--- config.mk ---
export PLATFORM = sky130hd
export DESIGN_NAME = conv_seq_ctrl
export DESIGN_NICKNAME = d
export VERILOG_FILES = /design/src/rtl/npu_conv_pkg.sv /design/src/rtl/conv_win_addr_gen.sv /design/src/rtl/conv_seq_ctrl.sv
export SDC_FILE = /design/constraint.sdc
export NUM_CORES = 1
export LEC_CHECK = 0
export CAP_MARGIN = 20
export CORE_ASPECT_RATIO = 1.1
export CORE_MARGIN = 3
export CORE_UTILIZATION = 40
export CTS_BUF_LIST = sky130_fd_sc_hd__clkbuf_8 sky130_fd_sc_hd__clkbuf_16
export DETAILED_ROUTE_END_ITERATION = 8
export GPL_ROUTABILITY_DRIVEN = 0
export PLACE_DENSITY = 0.68
export SYNTH_ARGS = -nofsm -noshare
export SYNTH_HDL_FRONTEND = slang
export SYNTH_HIERARCHICAL = 1
export SYNTH_SLANG_ARGS = --single-unit
--- constraint.sdc ---
create_clock -name clk -period 16.9 [get_ports clk]
set_clock_uncertainty 0.15 [all_clocks]
set_input_delay 5.07 -clock clk [delete_from_list [all_inputs] [get_ports clk]]
set_output_delay 5.07 -clock clk [all_outputs]
set_load 0.05 [all_outputs]
--- src/rtl/npu_conv_pkg.sv ---
// Shared types and kernel defaults for the conv
// sequencer and its address generator.
package npu_conv_pkg;

  typedef enum logic [2:0] {
    IDLE,
    LOAD_W,
    FETCH,
    WRITE,
    DONE
  } state_e;

  localparam int KH_DEF = 3;
  localparam int KW_DEF = 3;
  localparam int IN_DW_DEF = 9;

  function automatic int calc_nk(input int kh, input int kw);
    return kh * kw;
  endfunction

endpackage

--- src/rtl/conv_win_addr_gen.sv ---
// Maps (r, c, k) to kernel row/col and to the ifm
// and ofm buffer addresses.
module conv_win_addr_gen #(
  parameter int IMG_W  = 4,
  parameter int OW     = 2,
  parameter int K_H    = 3,
  parameter int K_W    = 3,
  parameter int ADDR_W = 10,
  parameter int KW     = 4
) (
  input  logic [ADDR_W-1:0] r_i,
  input  logic [ADDR_W-1:0] c_i,
  input  logic [KW-1:0]     k_i,
  output logic [ADDR_W-1:0] i_o,
  output logic [ADDR_W-1:0] j_o,
  output logic [ADDR_W-1:0] ifm_addr_o,
  output logic [ADDR_W-1:0] ofm_addr_o
);

  // Row/col split via a compare chain on row starts; no divider.
  always_comb begin
    i_o = '0;
    j_o = ADDR_W'(k_i);
    for (int ii = 1; ii < K_H; ii++) begin
      if (ADDR_W'(k_i) >= ADDR_W'(ii * K_W)) begin
        i_o = ADDR_W'(ii);
        j_o = ADDR_W'(k_i) - ADDR_W'(ii * K_W);
      end
    end
  end

  assign ifm_addr_o = (r_i + i_o) * ADDR_W'(IMG_W)
                    + c_i + j_o;
  assign ofm_addr_o = r_i * ADDR_W'(OW) + c_i;

endmodule

--- src/rtl/conv_seq_ctrl.sv ---
// Layer sequencer: loads weights, walks output positions,
// gathers each input window and writes the conv result.
module conv_seq_ctrl
  import npu_conv_pkg::*;
#(
  parameter int IMG_H         = 4,
  parameter int IMG_W         = 4,
  parameter int K_H           = KH_DEF,
  parameter int K_W           = KW_DEF,
  parameter int IN_DATA_WIDTH = IN_DW_DEF,
  parameter int ADDR_W        = 10
) (
  input  logic clk,
  input  logic rst,
  input  logic start,
  input  logic en_relu_cfg,
  output logic busy,
  output logic done,
  output logic wgt_rd_en,
  output logic [ADDR_W-1:0] wgt_rd_addr,
  input  logic [7:0] wgt_rd_data,
  output logic ifm_rd_en,
  output logic [ADDR_W-1:0] ifm_rd_addr,
  input  logic [IN_DATA_WIDTH-1:0] ifm_rd_data,
  output logic [K_H*K_W*IN_DATA_WIDTH-1:0] conv_win_o,
  output logic [K_H*K_W*8-1:0] w_o,
  output logic en_relu_o,
  input  logic [7:0] conv_pixel_i,
  output logic ofm_wr_en,
  output logic [ADDR_W-1:0] ofm_wr_addr,
  output logic [7:0] ofm_wr_data
);

  localparam int NK = calc_nk(K_H, K_W);
  localparam int OH = IMG_H - K_H + 1;
  localparam int OW = IMG_W - K_W + 1;
  localparam int KW = $clog2(NK + 1);
  localparam int WW = NK * IN_DATA_WIDTH;

  if (IMG_H * IMG_W > (1 << ADDR_W)) begin : g_addr_chk
    $error("conv_seq_ctrl: IMG_H*IMG_W does not fit ADDR_W");
  end
  if (IMG_H < K_H || IMG_W < K_W) begin : g_size_chk
    $error("conv_seq_ctrl: image smaller than kernel");
  end

  state_e state_q, state_d;
  logic [KW-1:0] k_q, k_d;
  logic [ADDR_W-1:0] r_q, r_d;
  logic [ADDR_W-1:0] c_q, c_d;
  logic [WW-1:0] win_q, win_d;
  logic [NK*8-1:0] w_q, w_d;
  logic relu_q, relu_d;

  logic [ADDR_W-1:0] ifm_addr;
  logic [ADDR_W-1:0] ofm_addr;
  logic [ADDR_W-1:0] ij_unused_i;
  logic [ADDR_W-1:0] ij_unused_j;
  logic k_last;
  logic pos_last;

  conv_win_addr_gen #(
    .IMG_W  (IMG_W),
    .OW     (OW),
    .K_H    (K_H),
    .K_W    (K_W),
    .ADDR_W (ADDR_W),
    .KW     (KW)
  ) u_addr (
    .r_i        (r_q),
    .c_i        (c_q),
    .k_i        (k_q),
    .i_o        (ij_unused_i),
    .j_o        (ij_unused_j),
    .ifm_addr_o (ifm_addr),
    .ofm_addr_o (ofm_addr)
  );

  assign k_last   = (k_q == KW'(NK));
  assign pos_last = (r_q == ADDR_W'(OH - 1))
                 && (c_q == ADDR_W'(OW - 1));

  always_ff @(posedge clk) begin
    if (rst) begin
      state_q <= IDLE;
      k_q     <= '0;
      r_q     <= '0;
      c_q     <= '0;
      win_q   <= '0;
      w_q     <= '0;
      relu_q  <= 1'b0;
    end else begin
      state_q <= state_d;
      k_q     <= k_d;
      r_q     <= r_d;
      c_q     <= c_d;
      win_q   <= win_d;
      w_q     <= w_d;
      relu_q  <= relu_d;
    end
  end

  always_comb begin
    state_d = state_q;
    k_d     = k_q;
    r_d     = r_q;
    c_d     = c_q;
    win_d   = win_q;
    w_d     = w_q;
    relu_d  = relu_q;
    unique case (state_q)
      IDLE: begin
        if (start) begin
          state_d = LOAD_W;
          k_d     = '0;
          relu_d  = en_relu_cfg;
        end
      end
      LOAD_W: begin
        // Read data lags its strobe by one cycle.
        for (int n = 0; n < NK; n++) begin
          if (k_q == KW'(n + 1)) w_d[n*8 +: 8] = wgt_rd_data;
        end
        if (k_last) begin
          state_d = FETCH;
          k_d     = '0;
          r_d     = '0;
          c_d     = '0;
        end else begin
          k_d = k_q + 1'b1;
        end
      end
      FETCH: begin
        for (int n = 0; n < NK; n++) begin
          if (k_q == KW'(n + 1)) begin
            win_d[n*IN_DATA_WIDTH +: IN_DATA_WIDTH] = ifm_rd_data;
          end
        end
        if (k_last) begin
          state_d = WRITE;
          k_d     = '0;
        end else begin
          k_d = k_q + 1'b1;
        end
      end
      WRITE: begin
        if (pos_last) begin
          state_d = DONE;
          r_d     = '0;
          c_d     = '0;
        end else begin
          state_d = FETCH;
          if (c_q == ADDR_W'(OW - 1)) begin
            c_d = '0;
            r_d = r_q + 1'b1;
          end else begin
            c_d = c_q + 1'b1;
          end
        end
      end
      DONE: state_d = IDLE;
      default: state_d = IDLE;
    endcase
  end

  assign busy = (state_q != IDLE);
  assign done = (state_q == DONE);

  assign wgt_rd_en   = (state_q == LOAD_W) && !k_last;
  assign wgt_rd_addr = wgt_rd_en ? ADDR_W'(k_q) : '0;
  assign ifm_rd_en   = (state_q == FETCH) && !k_last;
  assign ifm_rd_addr = ifm_rd_en ? ifm_addr : '0;
  assign ofm_wr_en   = (state_q == WRITE);
  assign ofm_wr_addr = ofm_wr_en ? ofm_addr : '0;
  assign ofm_wr_data = ofm_wr_en ? conv_pixel_i : '0;

  assign conv_win_o = win_q;
  assign w_o        = w_q;
  assign en_relu_o  = relu_q;

endmodule

==> results.sh, run 1 <==
export IMPL_p_leak_nw=4.60
export IMPL_grt_pass1_wl_mm=38.4
export IMPL_cts_made_buffers=17
export IMPL_wl_mm=24.3
export IMPL_grt_pass1_vias=7006
export IMPL_antenna_found_initial=0
export IMPL_tritoncts="done"
export IMPL_met3_usage_pct=5.67
export IMPL_row_count=55
export IMPL_grt_max_degree=91
export IMPL_post_cts_buffers=0
export IMPL_die_h_um=161
export IMPL_finalHoldViolations=0
export IMPL_clk_latency_ns=0.42
export IMPL_drcViolationCount=0
export IMPL_relSlewSlack_pct=28.4
export IMPL_path_delay_family="buffers and inverters"
export IMPL_period_share_pct=69.1
export IMPL_worst_path_max_fanout=1
export IMPL_end_kind="output port"
export IMPL_grt_use_met2_pct=34.8
export IMPL_arrival_ns=6.45
export IMPL_vias=7276
export IMPL_drt_first_pass_iters=5
export IMPL_synth_area_per_cell_um2=9.01
export IMPL_fmax_mhz=85.7
export IMPL_crit_top_cell="clkdlybuf4s50_1"
export IMPL_peakVddDrop_mv=0.0616
export IMPL_layout_drive_gt1_share_pct=5.46
export IMPL_hp_class="reg -> reg"
export IMPL_drtIter0Drc=425
export IMPL_die_area_mm2=0.0235
export IMPL_area_growth_pct=33.6
export IMPL_design_area_mm2=0.0116
export IMPL_rsz0062_at_grt="no"
export IMPL_powerDensity_mw_per_mm2=74.8
export IMPL_overflow=0
export IMPL_maxSlewViolCount=0
export IMPL_ios=226
export IMPL_io_buffers=219
export IMPL_worstSetupStartpointType="primary input"
export IMPL_syn_area_mm2=0.00869
export IMPL_post_route_util_pct=55.5
export IMPL_cts_htree_levels=4
export IMPL_worst_pin_slew_ns=1.07
export IMPL_fillers=1958
export IMPL_cp_num_buf_inv=2
export IMPL_start_util_pct=41.5
export IMPL_ant_nets=0
export IMPL_cts_resized=0
export IMPL_outcome="completed"
export IMPL_root_buffer="clkbuf_16"
export IMPL_post_dp_cell_area_mm2=0.0110
export IMPL_core_mm2=0.0209
export IMPL_viasPerCell=5.06
export IMPL_critPathMaxStageDelay_ns=0.81
export IMPL_path_class="in -> out"
export IMPL_slowest_stage="clkdlybuf4s50_1"
export IMPL_setup_viol=0
export IMPL_routedWlPerCell_um=16.9
export IMPL_nets=1208
export IMPL_cts_buffer_depth=2
export IMPL_clkTransAtPathRegs_ns=0.07
export IMPL_grt_busiest_layer="met2"
export IMPL_ys_warn_count=6
export IMPL_synth_cells=964
export IMPL_finalCriticalPeriod_ns=11.67
export IMPL_max_cap_violations=0
export IMPL_required_ns=11.68
export IMPL_grtUsageMet1_pct=24.4
export IMPL_dp_hpwl_mm=17.3
export IMPL_antenna_cells=0
export IMPL_grt_util_all_layers_pct=20.2
export IMPL_ctsHoldBuffers=0
export IMPL_crit_chain="clkdlybuf4s50_1 -> and2_1 -> clkdlybuf4s50_1"
export IMPL_tns_ns=0
export IMPL_clock_sinks=181
export IMPL_die_w_um=147
==> power breakdown <==
part	total [mW]	internal [mW]	leakage, nW	switching, mW
logic	0.0405	0.0124	2.84	0.0281
clock network	0.397	0.201	0.298	0.196
registers	0.430	0.427	1.46	0.00259
total	0.868	0.641	4.60	0.227
==> flip-flops by register name, summed over array words and instances (netlist names) <==
register	count
en_relu_o	1
w_o	72
state_q	3
k_q	4
c_q	10
r_q	10
conv_win_o	81
==> tightest hold or removal path: cells and delay by family, from the launching register on <==
family           cells  cell delay (ns)
AND/OR/NAND/NOR      1             0.05
AO/OA/AOI/OAI        1             0.05
flip-flops           1             0.31
==> stage by stage <==
stage / hold slack (ns) / power [mW] / instances / worst slack, ns
3_3_place_gp: 0.292 / 0.481 / 1406 / 5.23
3_5_place_dp: 0.297 / 0.480 / 1406 / 5.20
2_1_floorplan: 0.340 / 0.466 / 969 / 6.20
5_1_grt: 0.327 / 0.898 / 1438 / 5.18
6_report: 0.304 / 0.868 / 1438 / 5.23
4_1_cts: 0.307 / 0.877 / 1438 / 5.21
==> area by class of cell <==
type / count / area, um^2 / area share [%]
Multi-Input combinational cell: 678 / 4640 / 40.0
Sequential cell: 181 / 3620 / 31.2
Timing Repair Buffer: 223 / 2220 / 19.1
Clock buffer: 17 / 425 / 3.67
Tap cell: 285 / 357 / 3.07
Clock inverter: 15 / 189 / 1.63
Inverter: 39 / 146 / 1.26
==> path summary, 6_finish.rpt <==
kind	start	to	slack (ns)	cells after the start
min reg2reg	conv_win_o[80]$_SDFFE_PP0P_	conv_win_o[80]$_SDFFE_PP0P_	0.30	2
max reg2reg	state_q[1]$_SDFFE_PP0P_	r_q[4]$_SDFFE_PP0P_	13.64	5
max	conv_pixel_i[6]	ofm_wr_data[6]	5.23	3
min	conv_win_o[80]$_SDFFE_PP0P_	conv_win_o[80]$_SDFFE_PP0P_	0.30	2
==> layout by cell type (no fill, tap or decap), types with 5 or more instances in the layout <==
cell type	instances
ha_1	29
nand2b_1	7
buf_4	5
nand3_1	41
or4_1	6
a21o_1	5
xor2_1	5
mux2i_1	129
clkinv_8	8
o211ai_1	5
nand2_1	65
nor3_1	11
fa_1	10
o21ai_0	13
xnor2_1	19
nor2b_1	9
and3_1	16
or2_2	5
nand4_1	9
clkbuf_16	17
nor2_1	148
dfxtp_1	181
inv_1	40
a21oi_1	49
conb_1	6
clkdlybuf4s50_1	218
and2_1	21
==> metal layers <==
| metal | routed length, um | vias to the layer above |
|---|---|---|
| met3 | 1420 | 31 |
| met1 | 9960 | 3426 |
| met5 | 0 | - |
| met4 | 600 | 0 |
| met2 | 12300 | 198 |
| li1 | - | 3621 |
Note: power is estimated with default switching activity, not from simulation.
==> run 2, diff against run 1 <==
- clock period: 16.9 -> 12 ns (I/O delays scaled with it)
==> run 2 against run 1 <==
Clock-buffer cell count grew 1; sequential share of layout area is essentially flat; die area is the same; register-to-register slack lost 4.9 ns; non-clock buffer count is the same; first-iteration DRC count shrank 15%; power grew 42%; critical path depth grew 16; design area is essentially flat; sequential power grew 41%; utilization is essentially flat; sequential cell count is the same; largest cell class unchanged; highest routed layer unchanged.
==> results.sh, run 2 (synthesis gave the netlist of run 1 again) <==
export IMPL_outcome="completed"
export IMPL_routedWlPerCell_um=16.9
export IMPL_worstReg2RegStart="state_q[0]$_SDFFE_PP0P_"
export IMPL_vias=7330
export IMPL_tritoncts="done"
export IMPL_final_cell_mix="218 x clkdlybuf4s50_1, 181 x dfxtp_1, 148 x nor2_1, 129 x mux2i_1, 65 x nand2_1"
export IMPL_start_util_pct=41.5
export IMPL_post_dp_cell_area_mm2=0.0110
export IMPL_tns_ns=0
export IMPL_ios=226
export IMPL_drt_first_pass_iters=4
export IMPL_mostFrequentLayoutCell="clkdlybuf4s50_1"
export IMPL_design_area_mm2=0.0116
export IMPL_r2r_cells=4
export IMPL_powerDensity_mw_per_mm2=106
export IMPL_multi_input_area_mm2=0.00464
export IMPL_p_leak_nw=4.60
export IMPL_cts_htree_levels=4
export IMPL_viasPerCell=5.10
export IMPL_layout_drive_gt1_share_pct=5.55
export IMPL_worst_pin_slew_ns=1.05
export IMPL_hp_class="reg -> reg"
export IMPL_worst_path_max_fanout=22
export IMPL_period_share_pct=78.8
export IMPL_fillers=1927
export IMPL_arrival_ns=5.71
export IMPL_setup_slack_ns=2.54
export IMPL_max_cap_violations=0
export IMPL_grt_max_degree=87
export IMPL_cp_endpoint="ifm_rd_addr[7]"
export IMPL_worstSetupStartpointType="register"
export IMPL_peakVddDrop_mv=0.0874
export IMPL_crit_top_cell="ha_1"
export IMPL_fmax_mhz=106
export IMPL_path_class="reg -> out"
export IMPL_crit_chain="ha_1 -> inv_1 -> ha_1 -> o21ai_1 -> nor2_1 -> ha_1 -> inv_1 -> fa_1 -> fa_1 -> inv_1 -> ha_1 -> nor2b_1 -> o21ai_0 -> a21boi_0 -> o21ai_0 -> nor2b_1 -> xnor2_1 -> and3_1 -> clkdlybuf4s50_1"
export IMPL_clkTransAtPathRegs_ns=0.06
export IMPL_relSlewSlack_pct=29.8
export IMPL_drcViolationCount=0
export IMPL_clock_sinks=181
export IMPL_grt_util_all_layers_pct=20.4
export IMPL_die_area_mm2=0.0235
export IMPL_die_w_um=147
export IMPL_maxSlewViolCount=0
export IMPL_instances_no_fill=1438
export IMPL_wl_mm=24.4
export IMPL_post_route_util_pct=55.5
export IMPL_required_ns=8.25
export IMPL_drtIter0Drc=363
export IMPL_cts_buffer_depth=2
export IMPL_overflow=0
export IMPL_nets=1208
export IMPL_cts_resized=0
export IMPL_grt_pass1_wl_mm=38.9
export IMPL_ctsHoldBuffers=0
export IMPL_area_growth_pct=33.6
export IMPL_crit_path_start="k_q[1]$_SDFFE_PP0P_"
export IMPL_r2r_end="r_q[4]$_SDFFE_PP0P_"
export IMPL_core_mm2=0.0209
export IMPL_end_kind="output port"
export IMPL_place_ws_ns=3.00
export IMPL_largest_reg_flops=81
export IMPL_finalHoldViolations=0
export IMPL_antenna_cells=0
export IMPL_die_h_um=161
export IMPL_post_cts_buffers=0
export IMPL_finalCriticalPeriod_ns=9.46
export IMPL_critPathMaxStageDelay_ns=0.84
export IMPL_regArea_mm2=0.00362
export IMPL_cts_made_buffers=17
export IMPL_io_buffers=219
export IMPL_grt_pass1_vias=6944
export IMPL_dp_hpwl_mm=17.2
export IMPL_antenna_found_initial=0
export IMPL_setup_viol=0
export IMPL_clk_latency_ns=0.42
export IMPL_slowest_stage="dfxtp_1"
export IMPL_root_buffer="clkbuf_16"
export IMPL_ant_nets=0
export IMPL_rsz0062_at_grt="no"
export IMPL_rrSetupSlack_ns=8.77
export IMPL_row_count=55
export IMPL_dp_cells=1406
-- run 2: cell count changes in the layout (fill, tap and decap cells not counted), sizes merged --
| cell | before | now |
|---|---|---|
| inv | 45 | 46 |
| clkinv | 9 | 7 |
| clkbuf | 17 | 18 |
-- run 2: where the power goes --
part           switching, mW  total, mW  internal [mW]
Combinational         0.0398     0.0573         0.0175
Clock                  0.280      0.569          0.290
Sequential           0.00363      0.605          0.602
-- run 2: worst min-delay path by stage --
stage	startpoint	endpoint	cells past startpoint
6_report	conv_win_o[74]$_SDFFE_PP0P_	conv_win_o[74]$_SDFFE_PP0P_	2
5_1_grt	conv_win_o[74]$_SDFFE_PP0P_	conv_win_o[74]$_SDFFE_PP0P_	2
4_1_cts	conv_win_o[74]$_SDFFE_PP0P_	conv_win_o[74]$_SDFFE_PP0P_	2
3_5_place_dp	conv_win_o[75]$_SDFFE_PP0P_	conv_win_o[75]$_SDFFE_PP0P_	2
3_3_place_gp	conv_win_o[75]$_SDFFE_PP0P_	conv_win_o[75]$_SDFFE_PP0P_	2
2_1_floorplan	c_q[7]$_SDFFE_PP0P_	c_q[7]$_SDFFE_PP0P_	1
-- run 2: cell type report --
cell class                 instances  share of cell area [%]
multi-input combinational        678                    40.0
sequential                       181                    31.2
timing repair buffer             223                    19.1
clock buffer                      18                    3.78
tap                              285                    3.07
clock inverter                    14                    1.53
inverter                          39                    1.26
-- run 2: worst max-delay path, delay by kind of cell, from the launching register on --
| family | cells | cell delay [ns] |
|---|---|---|
| adders and majority gates | 6 | 1.91 |
| AOI/OAI and AO/OA | 4 | 0.82 |
| xor gates and xnor gates | 1 | 0.12 |
| and+or+nand+nor | 4 | 0.63 |
| DFF | 1 | 0.84 |
| buffers and inverters | 4 | 0.95 |
-- run 2: metrics by stage --
step                hold slack (ns)  power (mW)
floorplan                     0.340       0.656
global placement              0.291       0.677
detailed placement            0.299       0.677
CTS                           0.306        1.24
global route                  0.322        1.27
finish                        0.304        1.23
-- run 2: per-layer routing --
metal / global-route usage [%] / wire (um) / vias up
li1: - / - / 3632
met4: 5.30 / 434 / 0
met5: 0 / 0 / -
met2: 35.5 / 12300 / 205
met3: 5.36 / 1460 / 20
met1: 25.0 / 10100 / 3473
==> run 3, diff against run 2 <==
- PLACE_DENSITY: 0.68 -> 0.7
- clock period: 12 -> 8.2 ns (I/O delays scaled with it)
==> run 3 against run 2 <==
Utilization rose by 0.21 points; first-iteration DRC count fell by 4.7%; sequential share of layout area fell by 0.12 points; design area rose by 0.38%; global-route usage rose by 0.61 points; clock power rose by 46%; combinational power rose by 51%; clock-buffer cell count fell by 1; critical endpoint is now ifm_rd_addr[6]; highest routed layer unchanged.
==> results.sh, run 3 (synthesis gave the netlist of run 1 again) <==
export IMPL_outcome="completed"
export IMPL_p_leak_nw=4.63
export IMPL_fmax_mhz=129
export IMPL_crit_top_cell="ha_1"
export IMPL_start_util_pct=41.5
export IMPL_rsz0062_at_grt="no"
export IMPL_required_ns=5.59
export IMPL_antenna_found_initial=0
export IMPL_die_area_mm2=0.0235
export IMPL_tritoncts="done"
export IMPL_max_cap_violations=0
export IMPL_path_delay_family="adder cells"
export IMPL_dp_hpwl_mm=17.7
export IMPL_clk_latency_ns=0.43
export IMPL_worst_pin_slew_ns=1.05
export IMPL_mostFrequentLayoutCell="clkdlybuf4s50_1"
export IMPL_root_buffer="clkbuf_16"
export IMPL_setup_slack_ns=0.450
export IMPL_vias=7425
export IMPL_routedWlPerCell_um=17.4
export IMPL_drt_first_pass_iters=5
export IMPL_cts_resized=0
export IMPL_nets=1210
export IMPL_cp_num_buf_inv=3
export IMPL_die_w_um=147
export IMPL_ios=226
export IMPL_critPathMaxStageDelay_ns=0.80
export IMPL_multi_input_area_mm2=0.00464
export IMPL_worstSetupStartpointType="register"
export IMPL_worst_path_max_fanout=19
export IMPL_instances_no_fill=1440
export IMPL_clock_sinks=181
export IMPL_regArea_mm2=0.00362
export IMPL_overflow=0
export IMPL_area_growth_pct=34.1
export IMPL_place_ws_ns=0.931
export IMPL_cts_htree_levels=4
export IMPL_ctsHoldBuffers=0
export IMPL_drtIter0Drc=346
export IMPL_arrival_ns=5.14
export IMPL_viasPerCell=5.16
export IMPL_drcViolationCount=0
export IMPL_period_share_pct=94.5
export IMPL_core_mm2=0.0209
export IMPL_row_count=55
export IMPL_setup_viol=0
export IMPL_grt_util_all_layers_pct=21.0
export IMPL_dp_cells=1407
export IMPL_ant_nets=0
export IMPL_grt_max_degree=98
export IMPL_crit_chain="inv_1 -> ha_1 -> nand2_1 -> o21ai_1 -> nor2_1 -> ha_1 -> inv_1 -> fa_1 -> xnor2_1 -> fa_1 -> ha_1 -> nand2_1 -> o21ai_1 -> nor2_1 -> xnor2_1 -> and3_1 -> clkdlybuf4s50_1"
export IMPL_relSlewSlack_pct=29.5
export IMPL_final_cell_mix="214 x clkdlybuf4s50_1, 181 x dfxtp_1, 148 x nor2_1, 129 x mux2i_1, 65 x nand2_1"
export IMPL_wl_mm=25.1
export IMPL_hp_class="reg -> reg"
export IMPL_grt_pass1_vias=7207
export IMPL_largest_reg_flops=81
export IMPL_total_power_mw=1.80
export IMPL_finalCriticalPeriod_ns=7.75
export IMPL_finalHoldViolations=0
export IMPL_io_buffers=219
export IMPL_peakVddDrop_mv=0.163
export IMPL_path_class="reg -> out"
export IMPL_end_kind="output port"
export IMPL_clkTransAtPathRegs_ns=0.07
export IMPL_die_h_um=161
export IMPL_tns_ns=0
export IMPL_layout_drive_gt1_share_pct=5.97
export IMPL_cts_buffer_depth=2
export IMPL_slowest_stage="clkdlybuf4s50_1"
export IMPL_powerDensity_mw_per_mm2=155
export IMPL_antenna_cells=0
export IMPL_fillers=1949
export IMPL_post_cts_buffers=0
export IMPL_maxSlewViolCount=0
export IMPL_grt_pass1_wl_mm=39.6
export IMPL_cts_made_buffers=17
[run 3: cell types whose count changed in the layout (fill, tap and decap cells not counted)]
cell / delta
buf_12: +3
buf_4: +2
clkinv_8: +1
inv_12: +1
inv_6: +1
inv_8: -3
buf_6: +1
clkdlybuf4s50_1: -4
clkbuf_8: -1
inv_1: +1
[run 3: path summary, 6_finish.rpt]
kind / from / cells past startpoint / slack [ns] / end
setup / recovery: k_q[0]$_SDFFE_PP0P_ / 17 / 0.45 / ifm_rd_addr[6]
hold reg to reg: w_o[61]$_SDFFE_PP0P_ / 2 / 0.31 / w_o[61]$_SDFFE_PP0P_
hold / removal: w_o[61]$_SDFFE_PP0P_ / 2 / 0.31 / w_o[61]$_SDFFE_PP0P_
setup reg to reg: state_q[1]$_SDFFE_PP0P_ / 5 / 4.99 / r_q[4]$_SDFFE_PP0P_
[run 3: through the flow]
| step | util (%) | hold WS [ns] | area, um^2 |
|---|---|---|---|
| after detailed placement | 52.7 | 0.297 | 11000 |
| after global placement | 52.7 | 0.291 | 11000 |
| after floorplan | - | 0.340 | 8700 |
| after CTS | 55.6 | 0.307 | 11600 |
| after global routing | 55.7 | 0.327 | 11700 |
| final | 55.7 | 0.307 | 11700 |
[run 3: final cells by class]
| type | count | area share, % |
|---|---|---|
| clock buffer | 17 | 3.65 |
| clock inverter | 15 | 1.62 |
| inverter | 39 | 1.26 |
| multi-input combinational | 678 | 39.9 |
| sequential | 181 | 31.1 |
| tap | 285 | 3.06 |
| timing repair buffer | 225 | 19.4 |
[run 3: worst register-to-register path: stages, from the launching register on]
cell	delay, ns
dfxtp_1	0.69
nand3b_1	0.38
inv_1	0.48
nand4_1	0.66
a2111o_1	0.60
a32oi_1	0.18
[run 3: metal layers]
metal  vias to the layer above  track usage [%]  wire length (um)
li1                       3625                -                 -
met1                      3549             24.9             10400
met2                       214             36.2             12500
met3                        37             5.76              1460
met4                         0             7.91               670
met5                         -                0                 0
[run 3: report_power, final]
group	total, mW	switching (mW)	internal [mW]
Sequential	0.885	0.00462	0.881
Clock	0.830	0.415	0.416
Combinational	0.0864	0.0598	0.0265
Total	1.80	0.479	1.32
==> patch (config.mk and constraints of run 2) <==
Take the reset off `c_q` and load it in a clocked block of its own.
--- a/src/rtl/conv_seq_ctrl.sv
+++ b/src/rtl/conv_seq_ctrl.sv
@@ -85,7 +85,6 @@
       state_q <= IDLE;
       k_q     <= '0;
       r_q     <= '0;
-      c_q     <= '0;
       win_q   <= '0;
       w_q     <= '0;
       relu_q  <= 1'b0;
@@ -93,11 +92,14 @@
       state_q <= state_d;
       k_q     <= k_d;
       r_q     <= r_d;
-      c_q     <= c_d;
       win_q   <= win_d;
       w_q     <= w_d;
       relu_q  <= relu_d;
     end
+  end
+
+  always_ff @(posedge clk) begin
+    c_q <= c_d;
   end
 
   always_comb begin
Behaviour: same outputs for any inputs over 4 cycles, from zero or initial values and one cycle with rst high; that may be too few to reach the edited logic, so the function may still have changed.
==> patch against run 2 <==
Design area increased by 0.59%. Clock power increased by 3%. Wire length decreased by 2.4%. Combinational power increased by 69%. Count of clock-buffer cells in the layout decreased by 1. Synthesized area increased by 1.1%. Worst hold slack improved by 0.00078 ns. Sequential share of layout area increased by 0.67 points. Worst setup slack improved by 0.019 ns. Non-clock buffer count decreased by 2. Sequential cell count unchanged. Cell count decreased by 0.21%. Largest cell class unchanged. Total power increased by 5.5%.
==> patch: results (changes against run 2) <==
* Run status: completed
* Total wire length at 23,800 um (-2.4%)
* Final std cells w/o fill at 1,435 (-0.21%)
* Initial antenna violation count at 0 (unchanged)
* Initial DRC count at 411 (+13%)
* Clk sink count at 181 (unchanged)
* CP arrival at 5.69 ns (-0.02 ns)
* Crit-path max cell delay at 0.87 ns (+0.03 ns)
* Syn Inst Count at 957 (-0.73%)
* Pre-Repair DR Iteration Count at 5 (+1)
* Max FO, Critical Path at 21 (-4.5%)
* Cell Area, Placed at 11,100 sq um (+0.65%)
* Met2 usage at 33.3% (-2.1 points)
* Max reg flops at 81 (unchanged)
* DP Wirelength at 16,900 um (-2.1%)
* Postcts setup bufs at 0 (unchanged)
* Antenna Cells at 0 (unchanged)
* Inserted Clock Buffers at 17 (unchanged)
* Clock Tree Buf Depth at 2 (unchanged)
* Largest delay contributor family on the critical path: adder cells
* Vias in the first global route at 6,887 (-0.82%)
* Resized cells post-CTS at 0 (unchanged)
* IO buf count at 219 (unchanged)
* Final net count at 1,200 (-0.66%)
* Met1 Use GR at 24.9% (-0.097 points)
* CP max-delay cell: dfxtp_1
* Maximum vdd drop at 0.105 mV (+20%)
* Via count at 7,225 (-1.4%)
* Worst-Skew Late Latency at between 0.4 and 0.5 ns
* Grt met3 use at 7.10% (+1.7 points)
* Max Cap Violations at 0 (unchanged)
* Leakage power at 5.25 nW (+14%)
* H-Tree Level Count at 4 (unchanged)
* Largest net degree at the start of global routing at 100 (+15%)
* Gr usage total at 19.9% (-0.45 points)
* Share of cells above drive strength 1 at 5.50% (-0.049 points)
* Worst Hold Class: reg2reg
* Clock-pin transition on the worst setup and hold timing paths at 0.07 ns
* Worst slack, placed at 3.06 ns (+0.0649 ns)
* Rel. slew slack at 29.4% (-0.35 points)
* First-pass GRT wire length at 38,100 um (-2.0%)
* Yosys warns at 6 (unchanged)
* Root buf cell: clkbuf_16
## patch: cell type report
cell class / instances / area (sq um)
clock buffer: 17 / 425
clock inverter: 15 / 189
fill: 1995 / 9760
inverter: 45 / 169
multi-input combinational: 666 / 4600
sequential: 181 / 3720
tap: 290 / 363
timing repair buffer: 221 / 2200
## patch: worst reg2reg max path: stages, from the launching register on
cell and delay (ns):
dfxtp_1 0.60, nor3b_2 0.82, nand2_1 0.58, nand2_1 0.57
## patch: metrics by stage
stage               hold slack, ns  utilization [%]
finish                       0.304             54.5
global route                 0.319             54.5
CTS                          0.306             54.5
detailed placement           0.296             51.6
global placement             0.291             51.6
floorplan                    0.350                -
## patch: routing by layer
| layer | up-vias | wire [um] |
|---|---|---|
| li1 | 3565 | - |
| met2 | 216 | 11500 |
| met5 | - | 0 |
| met4 | 0 | 244 |
| met1 | 3421 | 10100 |
| met3 | 23 | 1940 |
## patch: where the power goes
part	internal, W	total [W]	switching (W)
clock network	0.000334	0.000585	0.000251
logic	0.0000389	0.0000969	0.0000581
registers	0.000609	0.000618	0.00000935
total	0.000982	0.00130	0.000318
## patch: path summary, 6_finish.rpt
path / slack, ns / from / endpoint / depth (start not counted)
worst min-delay path: 0.30 / w_o[67]$_SDFFE_PP0P_ / w_o[67]$_SDFFE_PP0P_ / 2
worst min register to register: 0.30 / w_o[67]$_SDFFE_PP0P_ / w_o[67]$_SDFFE_PP0P_ / 2
worst max register to register: 8.91 / state_q[0]$_SDFFE_PP0P_ / c_q[3]$_SDFFCE_PP0P_ / 3
worst max-delay path: 2.56 / k_q[1]$_SDFFE_PP0P_ / ifm_rd_addr[7] / 18
